**config.mk**
```make
export PLATFORM = sky130hd
export DESIGN_NAME = pingpong_buffer
export DESIGN_NICKNAME = d
export VERILOG_FILES = /design/src/rtl/defines_pkg.sv /design/src/rtl/memory.sv /design/src/rtl/pingpong_buffer.sv
export SDC_FILE = /design/constraint.sdc
export NUM_CORES = 1
export LEC_CHECK = 0
export BUFFER_PORTS_ARGS = -buffer_cell sky130_fd_sc_hd__clkbuf_2
export CAP_MARGIN = 20
export CORE_AREA = 2 2 195 197
export CTS_BUF_LIST = sky130_fd_sc_hd__clkbuf_4
export CTS_CLUSTER_DIAMETER = 60
export DETAILED_ROUTE_END_ITERATION = 10
export DIE_AREA = 0 0 197 199
export PLACE_DENSITY = 0.76
export SYNTH_ARGS = -nofsm -noshare
export SYNTH_HDL_FRONTEND = slang
export SYNTH_HIERARCHICAL = 1
export SYNTH_SLANG_ARGS = --single-unit
```
**constraint.sdc**
```tcl
create_clock -name clk -period 3.23 [get_ports clk]
set_input_delay 0.4845 -clock clk [delete_from_list [all_inputs] [get_ports clk]]
set_output_delay 0.4845 -clock clk [all_outputs]
set_load 0.02 [all_outputs]
```
**src/rtl/defines_pkg.sv**
```systemverilog
`default_nettype none
// ============================================================================
// Module   : defines_pkg
// Desc     : Shared types and default sizes for the ping-pong buffer array.
// Revision : 1.0  initial release
// ============================================================================
package defines_pkg;

    typedef enum logic {BANK_EMPTY, BANK_FULL} bank_state_e;

    localparam int BUF_DATA_WIDTH = 16;
    localparam int BUF_DEPTH      = 16;

endpackage
`default_nettype wire

```
**src/rtl/memory.sv**
```systemverilog
`default_nettype none
// ============================================================================
// Module   : memory
// Desc     : Simple dual-port RAM, one write port, registered read port.
// Revision : 1.0  initial release
// ============================================================================
module memory #(
    parameter  int WIDTH = 16,
    parameter  int SIZE  = 32,
    localparam int AW    = $clog2(SIZE)
) (
    input  logic             clk,
    input  logic             rst,
    input  logic             we_i,
    input  logic [AW-1:0]    waddr_i,
    input  logic [WIDTH-1:0] wdata_i,
    input  logic             re_i,
    input  logic [AW-1:0]    raddr_i,
    output logic [WIDTH-1:0] rdata_o
);

    logic [WIDTH-1:0] mem_q [SIZE];
    logic [WIDTH-1:0] rdata_q;

    always_ff @(posedge clk) begin
        if (we_i) begin
            mem_q[waddr_i] <= wdata_i;
        end
    end

    // Read data is only refreshed on a read, so it holds between reads.
    always_ff @(posedge clk) begin
        if (rst) begin
            rdata_q <= '0;
        end else if (re_i) begin
            rdata_q <= mem_q[raddr_i];
        end
    end

    assign rdata_o = rdata_q;

endmodule
`default_nettype wire

```
**src/rtl/pingpong_buffer.sv**
```systemverilog
`default_nettype none
// ============================================================================
// Module   : pingpong_buffer
// Desc     : Double-banked token buffer with commit/release toggles and
//            sticky schedule-violation flags.
// Revision : 1.0  initial release
// ============================================================================
module pingpong_buffer
    import defines_pkg::*;
#(
    parameter  int DATA_WIDTH = BUF_DATA_WIDTH,
    parameter  int DEPTH      = BUF_DEPTH,
    localparam int AW         = $clog2(DEPTH)
) (
    input  logic                  clk,
    input  logic                  rst,
    input  logic                  wr_toggle,
    input  logic                  rd_toggle,
    input  logic                  wr_valid,
    input  logic [DATA_WIDTH-1:0] wr_data,
    output logic                  wr_ready,
    input  logic                  rd_en,
    output logic                  rd_avail,
    output logic [DATA_WIDTH-1:0] rd_data,
    output logic                  rd_valid,
    output logic [AW:0]           wr_level,
    output logic [AW:0]           rd_level,
    output logic                  err_overflow,
    output logic                  err_underflow
);

    localparam logic [AW:0] DEPTH_W = (AW+1)'(DEPTH);

    logic        wr_sel_q, wr_sel_d;
    logic        rd_sel_q, rd_sel_d;
    logic [AW:0] wr_ptr_q, wr_ptr_d;
    logic [AW:0] rd_ptr_q, rd_ptr_d;
    bank_state_e bank_st_q  [2];
    bank_state_e bank_st_d  [2];
    logic [AW:0] bank_cnt_q [2];
    logic [AW:0] bank_cnt_d [2];
    logic        err_ov_q, err_ov_d;
    logic        err_un_q, err_un_d;
    logic        rd_valid_q;

    logic        wr_accept;
    logic        rd_accept;
    logic        release_ok;
    logic        commit_ok;
    logic [AW:0] wr_ptr_inc;

    assign wr_ready   = (wr_ptr_q < DEPTH_W);
    assign rd_avail   = (bank_st_q[rd_sel_q] == BANK_FULL) && (rd_ptr_q < bank_cnt_q[rd_sel_q]);
    assign wr_level   = wr_ptr_q;
    assign rd_level   = (bank_st_q[rd_sel_q] == BANK_FULL) ? (bank_cnt_q[rd_sel_q] - rd_ptr_q) : '0;

    assign wr_accept  = wr_valid & wr_ready;
    assign rd_accept  = rd_en & rd_avail;
    assign wr_ptr_inc = wr_ptr_q + {{AW{1'b0}}, wr_accept};
    assign release_ok = rd_toggle && (bank_st_q[rd_sel_q] == BANK_FULL);
    // The release is applied first, so freeing the other bank this cycle makes room.
    assign commit_ok  = (bank_st_q[~wr_sel_q] == BANK_EMPTY) || (release_ok && (rd_sel_q != wr_sel_q));

    always_comb begin
        wr_sel_d   = wr_sel_q;
        rd_sel_d   = rd_sel_q;
        wr_ptr_d   = wr_ptr_inc;
        rd_ptr_d   = rd_ptr_q + {{AW{1'b0}}, rd_accept};
        bank_st_d  = bank_st_q;
        bank_cnt_d = bank_cnt_q;
        err_ov_d   = err_ov_q;
        err_un_d   = err_un_q;

        if (release_ok) begin
            bank_st_d[rd_sel_q] = BANK_EMPTY;
            rd_sel_d            = ~rd_sel_q;
            rd_ptr_d            = '0;
        end else if (rd_toggle) begin
            err_un_d = 1'b1;
        end

        if (wr_toggle) begin
            if (commit_ok) begin
                bank_st_d[wr_sel_q]  = BANK_FULL;
                bank_cnt_d[wr_sel_q] = wr_ptr_inc;
                wr_sel_d             = ~wr_sel_q;
                wr_ptr_d             = '0;
            end else begin
                err_ov_d = 1'b1;
            end
        end
    end

    always_ff @(posedge clk) begin
        if (rst) begin
            wr_sel_q      <= 1'b0;
            rd_sel_q      <= 1'b0;
            wr_ptr_q      <= '0;
            rd_ptr_q      <= '0;
            bank_st_q[0]  <= BANK_EMPTY;
            bank_st_q[1]  <= BANK_EMPTY;
            bank_cnt_q[0] <= '0;
            bank_cnt_q[1] <= '0;
            err_ov_q      <= 1'b0;
            err_un_q      <= 1'b0;
            rd_valid_q    <= 1'b0;
        end else begin
            wr_sel_q      <= wr_sel_d;
            rd_sel_q      <= rd_sel_d;
            wr_ptr_q      <= wr_ptr_d;
            rd_ptr_q      <= rd_ptr_d;
            bank_st_q     <= bank_st_d;
            bank_cnt_q    <= bank_cnt_d;
            err_ov_q      <= err_ov_d;
            err_un_q      <= err_un_d;
            rd_valid_q    <= rd_accept;
        end
    end

    assign rd_valid      = rd_valid_q;
    assign err_overflow  = err_ov_q;
    assign err_underflow = err_un_q;

    memory #(
        .WIDTH (DATA_WIDTH),
        .SIZE  (2*DEPTH)
    ) u_mem (
        .clk     (clk),
        .rst     (rst),
        .we_i    (wr_accept),
        .waddr_i ({wr_sel_q, wr_ptr_q[AW-1:0]}),
        .wdata_i (wr_data),
        .re_i    (rd_accept),
        .raddr_i ({rd_sel_q, rd_ptr_q[AW-1:0]}),
        .rdata_o (rd_data)
    );

endmodule
`default_nettype wire

```
# ---- After elaboration in Yosys (flattened, before gate mapping)
# Memories as Yosys holds them, arrays and structs flattened. A register that Yosys moved wholly into a read port is not among the register bits.
# Index checks and enable logic that the tools add are counted.
# W data, S select, Z words.
dict set report totals {
  input_bits 22
  ff_bits 27
  latchBits 0
  word_cells 70
  rom_bits 0
  memories 1
  output_inout_bits 31
  ram_bits 512
}
# name words width read_ports rd_ports_with_merged_regs write_ports line_no
set memory_table {}
lappend memory_table {u_mem.mem_q 32 16 1 1 1 memory.sv:22} ;# logic [WIDTH-1:0] mem_q [SIZE];
dict set report op_classes {
  mux 24
  eq_ne 1
  magnitude_cmp 7
  mul 0
  n_reduce_logical 10
  div_mod_pow 0
  addsub 3
  shifts 0
  bitwise 13
}
# op count
set ops {}
lappend ops {{$mux W5} 7}
lappend ops {{$add A5 B1 Y5} 2}
lappend ops {{$bwmux W10} 1}
lappend ops {{$mux W1} 10}
lappend ops {{$ge A2 B2 Y1 const B} 3}
lappend ops {{$mux W2} 3}
lappend ops {{$not A1 Y2} 3}
lappend ops {{$reduce_and A2 Y1} 3}
lappend ops {{$demux W5 S1} 1}
lappend ops {{$logic_and A1 B1 Y1} 5}
lappend ops {{$lt A5 B5 Y1} 1}
lappend ops {{$lt A5 B5 Y1 const B} 1}
lappend ops {{$not A1 Y1} 5}
lappend ops {{$sub A5 B5 Y5} 1}
lappend ops {{$lt A2 B1 Y1 const B} 2}
lappend ops {{$and A1 B1 Y1} 2}
lappend ops {{$and A2 B2 Y2} 1}
lappend ops {{$demux W1 S1} 2}
lappend ops {{$not A2 Y2} 1}
lappend ops {{$or A2 B2 Y2} 1}
lappend ops {{$reduce_or A2 Y1} 1}
lappend ops {{$logic_or A1 B1 Y1} 1}
lappend ops {{$ne A1 B1 Y1} 1}

# ---- Logic depth before layout (Yosys ltp)
dict set report logic_depth {
  depth_word 11
  mapped_depth 12
  ltp_nobuf 11
}

# ---- By module
# Netlist, hierarchy kept.
# mod area_per_inst_um2 seq_area_each_um2 cells_each instances
set by_module_without_submodules {}
lappend by_module_without_submodules {memory 20538.4 15695.1 1146 1}
lappend by_module_without_submodules {pingpong_buffer 1366.3 540.5 145 1}

# ---- Worst setup path before layout
# Ideal clock, no wire load.
dict set report synth_timing {
  kind {register to register}
  from {register rd_sel_q}
  to {register rd_ptr_q[4]}
  synth_period_minus_slack_ns 2.865
  slack_ns 0.365
  setup_time_ns 0.115
  stages_incl_launch_ff 13
  t_arrival_ns 2.751
  path_cell_list {dfxtp_1 > buf_6 > mux2_2 > ha_1 > nand2_1 > o21ai_0 > a221oi_1 > nor3b_1 > ha_1 > ha_1 > nand3_1 > xnor2_1 > nor2_1}
}
dict set report synth_between {
  elab_chain_cells 8
  word_cells_on_any_way 13
  cone_classes {add/sub (1); order compare (1); mux (6); bitwise (2); reduce/logical (3)}
}
# item line_no
set synth_rtl {}
lappend synth_rtl {{start, declared} pingpong_buffer.sv:35} ;# logic rd_sel_q, rd_sel_d;
lappend synth_rtl {{start signal, assigned} pingpong_buffer.sv:109} ;# rd_sel_q <= rd_sel_d;
lappend synth_rtl {{$not A1 Y2 (not written as such) *} pingpong_buffer.sv:53} ;# assign rd_avail = (bank_st_q[rd_sel_q] == BANK_FULL) && (rd_ptr_q < bank_cnt_q[rd_sel_q]);
lappend synth_rtl {{$mux W5 (not written as such) (3 in a row)} pingpong_buffer.sv:53}
lappend synth_rtl {{$lt A5 B5 Y1} pingpong_buffer.sv:53}
lappend synth_rtl {{$logic_and A1 B1 Y1 *} pingpong_buffer.sv:53}
lappend synth_rtl {{$and A1 B1 Y1 *} pingpong_buffer.sv:58} ;# assign rd_accept = rd_en & rd_avail;
lappend synth_rtl {{net rd_accept} pingpong_buffer.sv:47} ;# logic rd_accept;
lappend synth_rtl {{$add A5 B1 Y5 *} pingpong_buffer.sv:68} ;# rd_ptr_d = rd_ptr_q + {{AW{1'b0}}, rd_accept};
lappend synth_rtl {{end signal, assigned} pingpong_buffer.sv:111} ;# rd_ptr_q <= rd_ptr_d;
lappend synth_rtl {{end, declared} pingpong_buffer.sv:37} ;# logic [AW:0] rd_ptr_q, rd_ptr_d;
# The timed path passes the listed nets; every way through them passes the cells marked *. The select of a mux whose other input is x is not followed.
# A chain may end at the register's enable or synchronous reset.

# ---- Worst setup path in the final report
dict set report layout_timing {
  from {register rd_sel_q}
  to {output port rd_avail}
}
dict set report layout_between {
  elab_chain_cells 6
  word_cells_on_any_way 9
  cone_classes {order compare (1); mux (6); bitwise (1); reduce/logical (1)}
}
# item line_no
set layout_rtl {}
lappend layout_rtl {{$not A1 Y2 (not written as such) *} pingpong_buffer.sv:53}
lappend layout_rtl {{$mux W5 (not written as such) (3 in a row)} pingpong_buffer.sv:53}
lappend layout_rtl {{$lt A5 B5 Y1} pingpong_buffer.sv:53}
lappend layout_rtl {{$logic_and A1 B1 Y1 *} pingpong_buffer.sv:53}
lappend layout_rtl {{end, declared} pingpong_buffer.sv:23} ;# output logic rd_avail,
# Mark *: on every way between the ends. The rest lies on a longest branch, timed or not. The select of a mux whose other input is x is not followed.

==> impl_metrics.yaml <==
critical_path:
  timing.critical_path.required_ns: 2.75
  critPathLaunchType: "register"
  critPathCaptureType: "output pin"
  crit_type: "reg2out"
  timing.critical_path.arrival_ns: 2.71
  crit_path_max_fanout: 5
yosys:
  synth.yosys.seq_area_share_pct: 74.1
  post_synth.cell_area_avg_sq_um: 17.0
  synth_most_common_cell: "sky130_fd_sc_hd__edfxtp_1"
  ys_types: 45
  synth_largest_type_area_fraction_pct: 70.2
  synth_nets: 1324
  post_synth_inst_count: 1291
  synth_area_sq_um: 21900
  synth_edf_count: 512
  dominant_register_cell_in_the_synthesized_netlist: "sky130_fd_sc_hd__edfxtp_1"
  asyncSetResetFlopFracSynth_pct: 0
  synth_top_cells_by_count: "512 x sky130_fd_sc_hd__edfxtp_1, 265 x sky130_fd_sc_hd__mux2i_1, 129 x sky130_fd_sc_hd__a22oi_1"
  synth-warning-count: 6
  synthTopCellsByArea: "sky130_fd_sc_hd__edfxtp_1 70%, sky130_fd_sc_hd__mux2i_1 12%, sky130_fd_sc_hd__a22oi_1 4.4%"
  most_area_hungry_cell_type_in_the_yosys_netlist: "sky130_fd_sc_hd__edfxtp_1"
  synth_seq_cells: 555
grt:
  initial_antenna_violation_count: 7
  vias_in_the_first_global_route: 12700
  grt_pass1_wl_mm: 74.7
  grt_remaining_overflow: 0
  global_route.usage.total_pct: 26.2
  grt_max_degree: 71
placement:
  place_hpwl_mm: 28.2
  gpl.final_weighted_congestion: 0.812
  portBuffers: 52
  placement.setup.worst_slack_ns: 0.261
floorplan:
  core.rowCount: 71
  height_of_the_chip_microns: 199
  die_width_microns: 197
  core_region_area_sq_um: 37100
  die-area_sq_um: 39200
  effective_utilization_at_floorplan_pct: 59.0
  ios: 53
sta:
  finalClockSkew_ns: 0.0360
  post-route-worst-setup-slack_ns: 0.0326
  final_hold_viol_count: 0
  setup-violations-final: 0
  period_share_pct: 99.0
  fin_crit_ns: 3.20
  rsz_0062_raised_after_global_routing: "true"
  slew_headroom_pct: 35.6
  worstMarginPinSlew_ns: 0.967
  fmax_mhz: 313
  finalMaxSlewViolations: 0
drt:
  drt.antenna.violating_nets: 0
  detail_route.iter0.violations: 1164
  num_vias: 12600
  drt-wirelength-per-cell_microns: 24.3
  drt-total-wl_mm: 49.8
  route.detailed.vias_per_inst: 6.16
  detailed_router_iteration_count_before_antenna_repair: 5
  route.detailed.drc: 0
run_status:
  status: "finished clean"
pwr:
  combPwrFrac_pct: 4.4
  ir_drop_uv: 273
  switching_power_uw: 3050
  seq_power_share_pct: 55.5
  p_clk_share_pct: 40.1
  cellInternalPower_uw: 11300
  leakage_uw: 0.00784
  power_switching_share_pct: 21.3
  powerDensity_nw_per_um2: 579
clocking:
  number_of_buffers_created_by_cts: 141
  clkSinkCount: 555
  clock_tree.buffer_depth: 3
  cts_tree: "done"
  cts_root_buffer: "sky130_fd_sc_hd__clkbuf_4"
  cts.clk_slew.worst_paths_ns: 0.07
  worstSkewPairLatency_ns: 0.79
  cts_htree_levels: 4
cells_and_area:
  layout_filler_cell_count: 2499
  area_growth_pct: 12.9
  final_util_pct: 66.6
  layout-drive-gt1-share_pct: 23.0
  final_net_count: 1509
min_path:
  min-delay-path-class: "in2reg"
run:
  cap_violations: 0
[path summary, 6_finish.rpt]
kind / start / end / slack, ns / cells after the start
max: rd_sel_q$_SDFFE_PP0P_ / rd_avail / 0.03 / 7
min: wr_data[12] / u_mem/mem_q[15][12]$_DFFE_PP_ / 0.43 / 1
max reg2reg: rd_sel_q$_SDFFE_PP0P_ / u_mem/rdata_o[0]$_SDFFE_PP0P_ / 0.51 / 9
min reg2reg: err_overflow$_SDFFE_PP0P_ / err_overflow$_SDFFE_PP0P_ / 0.48 / 2
[per-stage QoR]
step / hold WS (ns) / area [sq um] / total power [uW] / std cells / TNS, ns
finish: 0.429 / 24700 / 14300 / 2048 / 0
global placement: 0.450 / 22900 / 8690 / 1800 / 0
CTS: 0.368 / 24700 / 14400 / 2047 / 0
detailed placement: 0.477 / 22900 / 8720 / 1800 / 0
global route: 0.413 / 24700 / 14800 / 2048 / -0.186
floorplan: 0.454 / 21900 / 8450 / 1291 / 0
[final cells by class]
class | count | area [sq um] | area share, %
repair buffers | 115 | 846 | 3.42
well taps | 474 | 593 | 2.40
inverters | 11 | 41.3 | 0.167
diodes | 1 | 2.50 | 0.0101
clock buffers | 213 | 1600 | 6.47
clock inverters | 27 | 155 | 0.628
flip-flops and latches | 555 | 16200 | 65.7
multi-input cells | 652 | 5240 | 21.2
[flip-flops by register name, indices dropped and copies added (netlist names)]
name	count
rd_valid	1
err_underflow	1
rd_ptr_q	5
bank_cnt_q	10
wr_sel_q	1
u_mem/rdata_o	16
u_mem/mem_q	512
wr_level	5
err_overflow	1
rd_sel_q	1
bank_st_q	2
[cells in the final DEF, fill, tap and decap left out, types with 2 or more instances in the layout]
| master | n |
|---|---|
| sky130_fd_sc_hd__a211oi_2 | 5 |
| sky130_fd_sc_hd__nand3_1 | 6 |
| sky130_fd_sc_hd__nor2b_1 | 4 |
| sky130_fd_sc_hd__a21oi_2 | 2 |
| sky130_fd_sc_hd__clkbuf_4 | 215 |
| sky130_fd_sc_hd__clkbuf_2 | 50 |
| sky130_fd_sc_hd__mux2_2 | 4 |
| sky130_fd_sc_hd__a21oi_1 | 71 |
| sky130_fd_sc_hd__a211oi_1 | 13 |
| sky130_fd_sc_hd__a21o_1 | 2 |
| sky130_fd_sc_hd__bufinv_16 | 2 |
| sky130_fd_sc_hd__inv_1 | 11 |
| sky130_fd_sc_hd__inv_2 | 5 |
| sky130_fd_sc_hd__buf_12 | 8 |
| sky130_fd_sc_hd__or3b_2 | 3 |
| sky130_fd_sc_hd__or4_1 | 16 |
| sky130_fd_sc_hd__dlygate4sd3_1 | 3 |
| sky130_fd_sc_hd__nand2b_1 | 3 |
| sky130_fd_sc_hd__ha_1 | 8 |
| sky130_fd_sc_hd__nor2_1 | 74 |
| sky130_fd_sc_hd__nor2b_4 | 2 |
| sky130_fd_sc_hd__dfxtp_1 | 40 |
| sky130_fd_sc_hd__dfxtp_4 | 2 |
| sky130_fd_sc_hd__and2_1 | 4 |
| sky130_fd_sc_hd__edfxtp_1 | 512 |
| sky130_fd_sc_hd__clkinv_1 | 19 |
| sky130_fd_sc_hd__nand2_1 | 7 |
| sky130_fd_sc_hd__nand3b_1 | 5 |
| sky130_fd_sc_hd__buf_4 | 52 |
| sky130_fd_sc_hd__mux2i_1 | 265 |
| sky130_fd_sc_hd__a22oi_1 | 129 |
| sky130_fd_sc_hd__xnor2_1 | 8 |
[routing by layer]
| layer | GRT usage (%) | vias up | part of all wire, % |
|---|---|---|---|
| li1 | - | 5566 | - |
| met5 | 0 | - | 0.082 |
| met4 | 12.2 | 6 | 3.2 |
| met2 | 41.8 | 605 | 48 |
| met3 | 6.19 | 105 | 8.2 |
| met1 | 34.5 | 6324 | 41 |
[worst max-delay path, cell delays in order, from the launching register on]
cell,delay (ns)
sky130_fd_sc_hd__dfxtp_4,0.38
sky130_fd_sc_hd__mux2_2,0.35
sky130_fd_sc_hd__ha_1,0.33
sky130_fd_sc_hd__a21oi_1,0.19
sky130_fd_sc_hd__o21ai_1,0.14
sky130_fd_sc_hd__a221oi_2,0.29
sky130_fd_sc_hd__nor2_1,0.08
sky130_fd_sc_hd__clkbuf_4,0.17
[power by group through the flow]
| stage | sequential [uW] | clock (uW) | combinational [uW] |
|---|---|---|---|
| after floorplan | 8090 | 0 | 358 |
| after global placement | 8090 | 0 | 600 |
| after detailed placement | 8090 | 0 | 620 |
| after CTS | 7940 | 5870 | 634 |
| after global routing | 7940 | 6230 | 677 |
| final | 7940 | 5740 | 632 |
[logic make-up after synthesis]
kind of cell | Yosys count | share of synthesized area [%]
DFF | 555 | 74.1
muxes | 270 | 12.4
AOI/OAI and AO/OA | 230 | 7.20
and+or+nand+nor | 132 | 3.02
buffers and inverters | 84 | 2.22
adders and majority gates | 11 | 0.663
xor gates and xnor gates | 9 | 0.360
[what timing repair did]
item,in CTS,in global routing
pin swaps,3,1
setup endpoints to repair,3,2
gates resized for setup,10,1
hold buffers,3,0
setup buffers,4,0
hold endpoints to repair,3,0
No activity file was read; power rests on OpenSTA's default activity.
